[config.mk]
export PLATFORM = sky130hd
export DESIGN_NAME = fifo_sync_v2
export DESIGN_NICKNAME = d
export VERILOG_FILES = /design/src/rtl/fifo_sync_v2.sv
export SDC_FILE = /design/constraint.sdc
export NUM_CORES = 1
export LEC_CHECK = 0
export CAP_MARGIN = 30
export CELL_PAD_IN_SITES_DETAIL_PLACEMENT = 1
export CELL_PAD_IN_SITES_GLOBAL_PLACEMENT = 1
export CORE_ASPECT_RATIO = 1.4
export CORE_UTILIZATION = 53
export DETAILED_ROUTE_END_ITERATION = 12
export GPL_ROUTABILITY_DRIVEN = 0
export PLACE_DENSITY = 0.81
export SLEW_MARGIN = 20
export SYNTH_ARGS = -nofsm -noshare
export SYNTH_HDL_FRONTEND = slang
export SYNTH_SLANG_ARGS = --single-unit
export TNS_END_PERCENT = 20
[constraint.sdc]
create_clock -name clk -period 6.6 [get_ports clk]
set_input_delay 1.32 -clock clk [delete_from_list [all_inputs] [get_ports clk]]
set_output_delay 1.32 -clock clk [all_outputs]
set_load 0.005 [all_outputs]
[src/rtl/fifo_sync_v2.sv]
// fifo_sync_v2: valid/ready FIFO with any depth, threshold flags, flush and an
// optional output register stage (FIFO_SYNC_V2_OUT_REG_EN).
module fifo_sync_v2 #(
  parameter int WIDTH    = 32,
  parameter int DEPTH    = 16,
  parameter int AF_LEVEL = DEPTH - 2,
  parameter int AE_LEVEL = 2,
  localparam int CW      = $clog2(DEPTH + 1)
) (
  input  logic             clk,
  input  logic             rst,
  input  logic             flush,
  input  logic             in_valid,
  output logic             in_ready,
  input  logic [WIDTH-1:0] in_data,
  output logic             out_valid,
  input  logic             out_ready,
  output logic [WIDTH-1:0] out_data,
  output logic             full,
  output logic             empty,
  output logic             almost_full,
  output logic             almost_empty,
  output logic [CW-1:0]    count
);
  localparam int PW = (DEPTH > 1) ? $clog2(DEPTH) : 1;
  logic [WIDTH-1:0] mem_q [DEPTH];
  logic [PW-1:0]    wr_ptr_q, wr_ptr_d, rd_ptr_q, rd_ptr_d;
  logic [CW-1:0]    count_q, count_d;
  logic             push, pop, mem_rd;
  assign count        = count_q;
  assign full         = count_q == CW'(DEPTH);
  assign empty        = count_q == '0;
  assign almost_full  = count_q >= CW'(AF_LEVEL);
  assign almost_empty = count_q <= CW'(AE_LEVEL);
  assign in_ready     = !full && !rst && !flush;
  assign push         = in_valid && in_ready;
  assign pop          = out_valid && out_ready && !flush;
`ifdef FIFO_SYNC_V2_OUT_REG_EN
  // The output register is one of the DEPTH entries; memory holds count - ov.
  logic             ov_q, ov_d;
  logic [WIDTH-1:0] od_q, od_d;
  assign mem_rd    = (count_q != CW'(ov_q)) && (!ov_q || pop);
  assign out_valid = ov_q && !rst;
  assign out_data  = od_q;
  always_comb begin
    ov_d = mem_rd ? 1'b1 : (pop ? 1'b0 : ov_q);
    od_d = mem_rd ? mem_q[rd_ptr_q] : od_q;
  end
  always_ff @(posedge clk) begin
    ov_q <= (rst || flush) ? 1'b0 : ov_d;
    od_q <= od_d;
  end
`else
  assign mem_rd    = pop;
  assign out_valid = !empty && !rst;
  assign out_data  = mem_q[rd_ptr_q];
`endif
  always_comb begin
    wr_ptr_d = push ? ((wr_ptr_q == PW'(DEPTH - 1)) ? '0 : wr_ptr_q + 1'b1) : wr_ptr_q;
    rd_ptr_d = mem_rd ? ((rd_ptr_q == PW'(DEPTH - 1)) ? '0 : rd_ptr_q + 1'b1) : rd_ptr_q;
    count_d  = (push && !pop) ? count_q + 1'b1 : ((pop && !push) ? count_q - 1'b1 : count_q);
  end
  always_ff @(posedge clk) begin
    if (rst || flush) begin
      wr_ptr_q <= '0;
      rd_ptr_q <= '0;
      count_q  <= '0;
    end else begin
      wr_ptr_q <= wr_ptr_d;
      rd_ptr_q <= rd_ptr_d;
      count_q  <= count_d;
    end
  end
  always_ff @(posedge clk) begin
    if (push) mem_q[wr_ptr_q] <= in_data;
  end
endmodule

==> flow_metrics.tcl, run 1 <==
set metrics [dict create \
    postLayoutCellArea_um2 23300 \
    hold_path_class "reg2reg" \
    fin_util 0.622 \
    netSwitchingFraction 0.197 \
    ios 80 \
    wirelength_mm 47.9 \
    antenna_found_initial 2 \
    period_minus_slack_ns 4.63 \
    power_switching_uw 1330 \
    netlist_instances 905 \
    synth_ff_type "edfxtp_1" \
    grtUsageMet2 0.435 \
    die_area_um2 38800 \
    synth_cell_types 41 \
    post_synth_xor_area_fraction 0.00174 \
    fin_nets 1059 \
    cts_buffers 48 \
    async_flop_share 0 \
    drcViolationCount 0 \
    start_kind "flop" \
    root_buffer "clkbuf_16" \
    mostFrequentLayoutCells "edfxtp_1, mux4_2, clkdlybuf4s50_1, a22oi_1, clkbuf_16" \
    relSlewSlack 0.497 \
    globalRouteMet1Util 0.328 \
    cp.required_ns 5.28 \
    yosys-mux-area-fraction 0.145 \
    synth_top_family_by_area "multiplexers" \
    top_usage_layer "met2" \
    tritoncts "done" \
    cp.arrival_ns 3.31 \
    drt-initial-drc-count 1068 \
    final-setup-viol-count 0 \
    die_y_um 233 \
    grt_util_met3 0.0395 \
    power_frac_seq 0.546 \
    clock_path_buffers 3 \
    vdd_drop_max_mv 0.241 \
    overflow 0 \
    final_max_slew_viol_count 0 \
    postPlaceCellArea_um2 21700 \
    start_util 0.537 \
    clock_power_share 0.426 \
    io_buffers 79 \
    ctsResizeCount 0 \
    final_common_cell "edfxtp_1" \
    setup_tns_ns 0 \
    first_pass_iters 7 \
    path_class "reg2out" \
    worstMarginPinSlew_ns 0.755 \
    clkLatencyLatePin_ns 0.58 \
    ys_warn_count 0 \
    fmax_mhz 216 \
    grt_setup_unrepaired "false" \
    yosys.area_share.simple 0.0238 \
    power.density_nw_per_um2 290 \
    maxCapViolations 0 \
    detail_route.wl_per_cell_um 31.4 \
    pwr-share-comb 0.028 \
    synth-compound-area-share 0.0313 \
    grt_start_max_net_pins 57 \
    coreArea_um2 37500 \
    hold_viol 0 \
    vias 9785 \
    power_uw 6770 \
    die_x_um 167 \
    grt_pass1_vias 10575 \
    cts.sink_count 529 \
    post-cts-setup-buffers 0 \
    area_growth_pct 15.7 \
    syn_area_um2 20200 \
    synth_edf_count 512 \
    reg2reg_setup_slack_ns 3.67 \
    synth_fa_ha_area_frac 0.00658 \
    yosysSeqAreaShare 0.779 \
    vias_per_cell 6.42 \
    cell_internal_pwr_uw 5440 \
    cts_hold_buffers 0 \
    ys_seq_elements 529 \
    ant_nets 0 \
    endpoint_kind "output pin" \
    crit_fanout 41 \
    htreeDepth 2 \
    synth.avg_cell_area_um2 22.3 \
    fin_skew_ns 0.0188 \
    p_leak_uw 0.00726 \
    timing.final.crit_share 0.701 \
    dp_hpwl_mm 25.5 \
    drive_above_1_share 0.242 \
    grt_usage 0.254 \
    grt_pass1_wl_mm 70.0 \
    row_count 84 \
    outcome "completed" \
    synth_fp_nets 952 \
    cts.clk_slew.worst_paths_ns 0.06 \
]
-- Yosys cell counts (3+ instances only) --
cell type  number  area share
and2_1         13      0.0040
clkbuf_1       26      0.0048
buf_2           9      0.0022
ha_1            9      0.0056
buf_4           9      0.0034
edfxtp_1      512        0.76
nand3_1         5      0.0012
inv_1           7      0.0013
a22oi_1        64       0.024
mux2i_1         4      0.0020
mux4_2        128        0.14
and4b_1         3      0.0015
and3_1          5      0.0016
dfxtp_1        17       0.017
nor2_1         15      0.0028
nand2_1        39      0.0073
a21oi_1         8      0.0020
-- worst max-delay path, cell delays in order, from the launching register on --
cell and delay [ns]:
dfxtp_4 0.70, buf_16 0.30, buf_4 0.44, mux4_2 0.38, a22oi_1 0.25, nand2_1 0.12
clkdlybuf4s50_1 0.49
-- routing by layer --
metal / part of all wire / up-vias
met5: 0 / -
met4: 0.034 / 0
met3: 0.067 / 108
met2: 0.52 / 488
met1: 0.38 / 5152
li1: - / 4037
-- power groups by stage --
| stage | logic (uW) | registers (uW) | clock network (uW) |
|---|---|---|---|
| detailed placement | 188 | 3770 | 0 |
| floorplan | 84.6 | 3770 | 0 |
| CTS | 190 | 3700 | 2910 |
| global route | 203 | 3700 | 3000 |
| finish | 189 | 3700 | 2880 |
| global placement | 177 | 3770 | 0 |
-- cell families (layout without fill, tap and decap cells) --
group                      after synthesis  count (layout)
buffers and inverters                   54             197
and+or+nand+nor                         92              92
other                                    0               2
muxes                                  132             132
adders and majority gates               10              10
AOI/OAI and AO/OA                       84              84
DFF                                    529             529
xor gates and xnor gates                 4               4
-- layout make-up --
cell class | count | area, um2
Fill cell | 3011 | 14200
Tap cell | 473 | 592
Timing Repair Buffer | 104 | 1130
Inverter | 7 | 26.3
Clock buffer | 65 | 1340
Multi-Input combinational cell | 322 | 4250
Clock inverter | 21 | 277
Antenna cell | 2 | 5.00
Sequential cell | 529 | 15700
-- registers in the layout, summed over array words and instances, names as in the netlist, named ones only --
name / flops
count: 5
mem_q: 512
rd_ptr_q: 4
wr_ptr_q: 4
-- path summary, 6_finish.rpt --
kind	start	to	cells after the start
worst max-delay path	flop	out_data[26]	6
worst min-delay path	rd_ptr_q[0]	flop	2
worst max register to register	count[2]	count[3]	10
worst min register to register	rd_ptr_q[0]	flop	2
-- metrics by stage --
| stage | cells | hold WS, ns | setup slack [ns] |
|---|---|---|---|
| 2_1_floorplan | 905 | 0.467 | 3.12 |
| 3_3_place_gp | 1425 | 0.498 | 2.17 |
| 3_5_place_dp | 1435 | 0.508 | 2.13 |
| 4_1_cts | 1521 | 0.524 | 1.93 |
| 5_1_grt | 1523 | 0.563 | 1.85 |
| 6_report | 1523 | 0.534 | 1.97 |
Power figures use the tool's default switching activity.
==> inputs of run 2 (changes only) <==
--- a/config.mk
+++ b/config.mk
@@ -9,10 +9,10 @@
 export CELL_PAD_IN_SITES_DETAIL_PLACEMENT = 1
 export CELL_PAD_IN_SITES_GLOBAL_PLACEMENT = 1
 export CORE_ASPECT_RATIO = 1.4
-export CORE_UTILIZATION = 53
+export CORE_UTILIZATION = 48
 export DETAILED_ROUTE_END_ITERATION = 12
 export GPL_ROUTABILITY_DRIVEN = 0
-export PLACE_DENSITY = 0.81
+export PLACE_DENSITY = 0.78
 export SLEW_MARGIN = 20
 export SYNTH_ARGS = -nofsm -noshare
 export SYNTH_HDL_FRONTEND = slang
==> constraint.sdc (replaced) <==
create_clock -name clk -period 4.1 [get_ports clk]
set_input_delay 0.82 -clock clk [delete_from_list [all_inputs] [get_ports clk]]
set_output_delay 0.82 -clock clk [all_outputs]
set_load 0.005 [all_outputs]
==> flow_metrics.tcl, run 2 (synthesized netlist as in run 1, its figures left out) <==
set metrics [dict create \
    start_util 0.488 \
    period_minus_slack_ns 3.72 \
    reg2reg_setup_slack_ns 1.18 \
    cp.arrival_ns 2.90 \
    hold_viol 0 \
    row_count 88 \
    hold_path_class "reg2reg" \
    io_buffers 79 \
    maxCapViolations 0 \
    post-cts-setup-buffers 0 \
    grt_pass1_wl_mm 67.0 \
    drive_above_1_share 0.236 \
    first_pass_iters 5 \
    start_kind "flop" \
    area_growth_pct 15.9 \
    cp.buffers_inverters 2 \
    cp.required_ns 3.28 \
    grt_start_max_net_pins 54 \
    fmax_mhz 269 \
    crit_fanout 45 \
    final-setup-viol-count 0 \
    ios 80 \
    root_buffer "clkbuf_16" \
    fin_nets 1068 \
    drt-initial-drc-count 784 \
    clkLatencyLatePin_ns 0.57 \
    p_leak_uw 0.00725 \
    setup_tns_ns 0 \
    crit_family "buffers and inverters" \
    fin_skew_ns 0.0193 \
    vdd_drop_max_mv 0.334 \
    final_max_slew_viol_count 0 \
    die_area_um2 42800 \
    power_uw 10500 \
    endpoint_kind "output pin" \
    worstMarginPinSlew_ns 0.831 \
    crit_path_top_delay_cell "mux4_2" \
    tritoncts "done" \
    detail_route.wl_per_cell_um 27.9 \
    dp_hpwl_mm 26.7 \
    overflow 0 \
    vias 9607 \
    cts_buffers 48 \
    clock_path_buffers 3 \
    cts.clk_slew.worst_paths_ns 0.06 \
    die_x_um 175 \
    n_antenna_cell 0 \
    drcViolationCount 0 \
    slowest_delay_ns 0.55 \
    vias_per_cell 6.02 \
    max_flop_register "mem_q" \
    largest_reg_flops 512 \
    path_cells "buf_12 -> mux4_2 -> a22oi_1 -> nand2_1 -> clkdlybuf4s50_1" \
    cts.sink_count 529 \
    ant_nets 0 \
    power.density_nw_per_um2 450 \
    die_y_um 245 \
    ctsResizeCount 0 \
    grt_setup_unrepaired "false" \
    grt_pass1_vias 10630 \
    postLayoutCellArea_um2 23400 \
    cts_hold_buffers 0 \
    coreArea_um2 41300 \
    grt_usage 0.215 \
    wirelength_mm 44.5 \
    postPlaceCellArea_um2 21900 \
    outcome "completed" \
    path_class "reg2out" \
    final_common_cell "edfxtp_1" \
    timing.final.crit_share 0.906 \
    mostFrequentLayoutCells "edfxtp_1, mux4_2, clkdlybuf4s50_1, a22oi_1, clkbuf_16" \
    htreeDepth 2 \
    antenna_found_initial 0 \
    relSlewSlack 0.444 \
]
==> run 2: changes by cell type in the layout (fill, tap and decap cells not counted), moves of 2 or more <==
| cell | before | now |
|---|---|---|
| diode_2 | 2 | 0 |
| buf_16 | 2 | 0 |
| bufinv_16 | 6 | 4 |
| clkbuf_8 | 3 | 0 |
| buf_12 | 9 | 14 |
| clkbuf_16 | 50 | 48 |
| buf_4 | 14 | 20 |
| clkinv_2 | 7 | 5 |
| clkinv_1 | 1 | 15 |
| inv_6 | 3 | 1 |
| clkinvlp_4 | 3 | 0 |
==> run 2: layout make-up <==
type	instances	area, um2
fill	3493	17900
sequential	529	15700
multi-input combinational	322	4250
clock buffer	60	1250
timing repair buffer	113	1220
tap	540	676
clock inverter	26	226
inverter	7	26.3
==> run 2: tightest hold or removal path: stages (launching register included) <==
cell and delay (ns):
dfxtp_1 0.33, nand2_1 0.06, o21ai_0 0.09
==> run 2: worst paths after layout <==
path                             startpoint          end  cells past startpoint
worst max-delay path                   flop  out_data[8]                      5
worst max register to register     count[2]     count[3]                     10
worst min-delay path            rd_ptr_q[3]  rd_ptr_q[3]                      2
worst min register to register  rd_ptr_q[3]  rd_ptr_q[3]                      2
==> run 2: power breakdown <==
group | switching (uW) | leakage (uW) | internal [uW] | total (uW)
combinational | 177 | 0.00179 | 142 | 319
clock | 1850 | 0.000717 | 2400 | 4250
sequential | 11.1 | 0.00474 | 5940 | 5950
==> run 2: routing by layer <==
layer  vias up  part of all wire  global-route usage
li1       4055                 -                   -
met1      5131              0.38               0.271
met2       335              0.53               0.377
met3        86             0.053              0.0303
met4         0             0.034              0.0847
met5         -                 0                   0
==> run 2: through the flow <==
| step | std cells | hold WS, ns | setup WS, ns | utilization |
|---|---|---|---|---|
| floorplan | 905 | 0.467 | 1.12 | - |
| global placement | 1511 | 0.525 | 0.586 | 0.530 |
| detailed placement | 1511 | 0.527 | 0.449 | 0.530 |
| CTS | 1597 | 0.543 | 0.350 | 0.566 |
| global route | 1597 | 0.600 | 0.277 | 0.566 |
| finish | 1597 | 0.543 | 0.384 | 0.566 |
==> inputs of run 3 (changes only) <==
--- a/config.mk
+++ b/config.mk
@@ -6,13 +6,14 @@
 export NUM_CORES = 1
 export LEC_CHECK = 0
 export CAP_MARGIN = 30
-export CELL_PAD_IN_SITES_DETAIL_PLACEMENT = 1
+export CELL_PAD_IN_SITES_DETAIL_PLACEMENT = 0
 export CELL_PAD_IN_SITES_GLOBAL_PLACEMENT = 1
 export CORE_ASPECT_RATIO = 1.4
-export CORE_UTILIZATION = 48
+export CORE_UTILIZATION = 51
 export DETAILED_ROUTE_END_ITERATION = 12
+export DONT_BUFFER_PORTS = 1
 export GPL_ROUTABILITY_DRIVEN = 0
-export PLACE_DENSITY = 0.78
+export PLACE_DENSITY = 0.79
 export SLEW_MARGIN = 20
 export SYNTH_ARGS = -nofsm -noshare
 export SYNTH_HDL_FRONTEND = slang
==> flow_metrics.tcl, run 3 (synthesized netlist as in run 1, its figures left out) <==
set metrics [dict create \
    timing.final.crit_share 0.844 \
    netSwitchingFraction 0.189 \
    tritoncts "done" \
    power_switching_uw 2010 \
    pwr-share-comb 0.016 \
    ios 80 \
    first_pass_iters 5 \
    fmax_mhz 289 \
    power_uw 10700 \
    max_flop_register "mem_q" \
    clock_power_share 0.426 \
    setup_tns_ns 0 \
    grt_usage 0.208 \
    worstMarginPinSlew_ns 0.938 \
    n_antenna_cell 0 \
    crit_family "flip-flops" \
    drive_above_1_share 0.259 \
    clkLatencyLatePin_ns 0.56 \
    dp_hpwl_mm 23.6 \
    maxCapViolations 0 \
    cts.sink_count 529 \
    final-setup-viol-count 0 \
    ant_nets 0 \
    antenna_found_initial 0 \
    slowest_delay_ns 0.79 \
    grt_pass1_vias 9593 \
    root_buffer "clkbuf_16" \
    die_area_um2 40400 \
    ctsResizeCount 0 \
    wirelength_mm 40.4 \
    grtUsageMet2 0.366 \
    drcViolationCount 0 \
    grt_util_met3 0.0320 \
    period_minus_slack_ns 3.46 \
    cp.arrival_ns 2.64 \
    post-cts-setup-buffers 0 \
    relSlewSlack 0.374 \
    die_y_um 237 \
    cts.clk_slew.worst_paths_ns 0.06 \
    coreArea_um2 38700 \
    fin_skew_ns 0.0154 \
    cp.buffers_inverters 1 \
    htreeDepth 2 \
    fillers 2751 \
    final_max_slew_viol_count 0 \
    start_util 0.521 \
    globalRouteMet1Util 0.266 \
    grt_pass1_wl_mm 61.0 \
    cp.required_ns 3.28 \
    hold_viol 0 \
    fin_nets 979 \
    grt_setup_unrepaired "false" \
    area_growth_pct 12.1 \
    outcome "completed" \
    largest_reg_flops 512 \
    hold_path_class "in2reg" \
    mostFrequentLayoutCells "edfxtp_1, mux4_2, a22oi_1, clkbuf_16, nand2_1" \
    die_x_um 170 \
    detail_route.wl_per_cell_um 27.1 \
    io_buffers 0 \
    cts_buffers 48 \
    grt_start_max_net_pins 45 \
    drt-initial-drc-count 753 \
    overflow 0 \
    start_kind "flop" \
    cts_hold_buffers 0 \
    crit_path_top_delay_cell "dfxtp_4" \
    p_leak_uw 0.00696 \
    vdd_drop_max_mv 0.307 \
    cell_internal_pwr_uw 8640 \
    row_count 85 \
    vias_per_cell 6.08 \
    path_class "reg2out" \
    crit_fanout 40 \
    path_cells "buf_4 -> mux4_2 -> a22oi_1 -> nand2_1" \
    power.density_nw_per_um2 471 \
    endpoint_kind "output pin" \
    clock_path_buffers 3 \
    final_common_cell "edfxtp_1" \
    vias 9063 \
    top_usage_layer "met2" \
    power_frac_seq 0.559 \
]
[run 3: cell count changes in the layout (fill, tap and decap cells not counted)]
cell and delta:
buf_4 -11, clkinv_2 +7, clkinv_8 -1, clkinvlp_4 +1
buf_16 +2, clkbuf_16 +1, clkdlybuf4s50_1 -79, clkinv_4 +1
bufinv_16 +3, buf_12 -1, clkbuf_1 -5, clkinv_1 -7
[run 3: per-stage QoR]
| step | hold slack, ns | cells | instance area, um2 | util | setup slack, ns |
|---|---|---|---|---|---|
| 6_report | 0.353 | 1490 | 22600 | 0.584 | 0.639 |
| 5_1_grt | 0.335 | 1490 | 22600 | 0.584 | 0.552 |
| 4_1_cts | 0.331 | 1490 | 22600 | 0.584 | 0.588 |
| 3_5_place_dp | 0.511 | 1404 | 21000 | 0.543 | 0.826 |
| 3_3_place_gp | 0.493 | 1402 | 21000 | 0.542 | 0.846 |
| 2_1_floorplan | 0.467 | 905 | 20200 | - | 1.12 |
[run 3: power groups by stage]
stage / Sequential (uW) / Clock (uW) / Combinational, uW
2_1_floorplan: 6060 / 0 / 136
3_3_place_gp: 6070 / 0 / 169
3_5_place_dp: 6070 / 0 / 170
4_1_cts: 5950 / 4590 / 171
5_1_grt: 5950 / 4780 / 181
6_report: 5950 / 4530 / 166
[run 3: worst reg2reg max path, stage by stage, from the launching register on]
cell,delay (ns)
dfxtp_1,0.39
or3_1,0.50
o31ai_4,0.32
or2_2,0.17
ha_1,0.15
inv_1,0.11
ha_1,0.35
a21oi_1,0.10
a211o_1,0.31
a211oi_1,0.22
a31o_2,0.13
[run 3: metal layers]
metal  wire [um]  up-vias
met1       15700     4861
met4         991        0
met3        1890       67
met5           0        -
li1            -     3884
met2       21800      251
[run 3: worst paths after layout]
| kind | cells past startpoint | to | start | slack (ns) |
|---|---|---|---|---|
| max | 4 | out_data[29] | flop | 0.64 |
| min | 0 | mem_q[14][12] | in_data[12] | 0.35 |
| max reg2reg | 10 | count[4] | count[2] | 1.30 |
| min reg2reg | 2 | flop | rd_ptr_q[0] | 0.52 |
[run 3: final cells by class]
type | count | area (um2) | area share
Sequential cell | 529 | 15700 | 0.695
Tap cell | 522 | 653 | 0.0289
Clock inverter | 30 | 325 | 0.0144
Multi-Input combinational cell | 322 | 4250 | 0.188
Clock buffer | 56 | 1250 | 0.0554
Timing Repair Buffer | 24 | 383 | 0.0169
Inverter | 7 | 26.3 | 0.00116
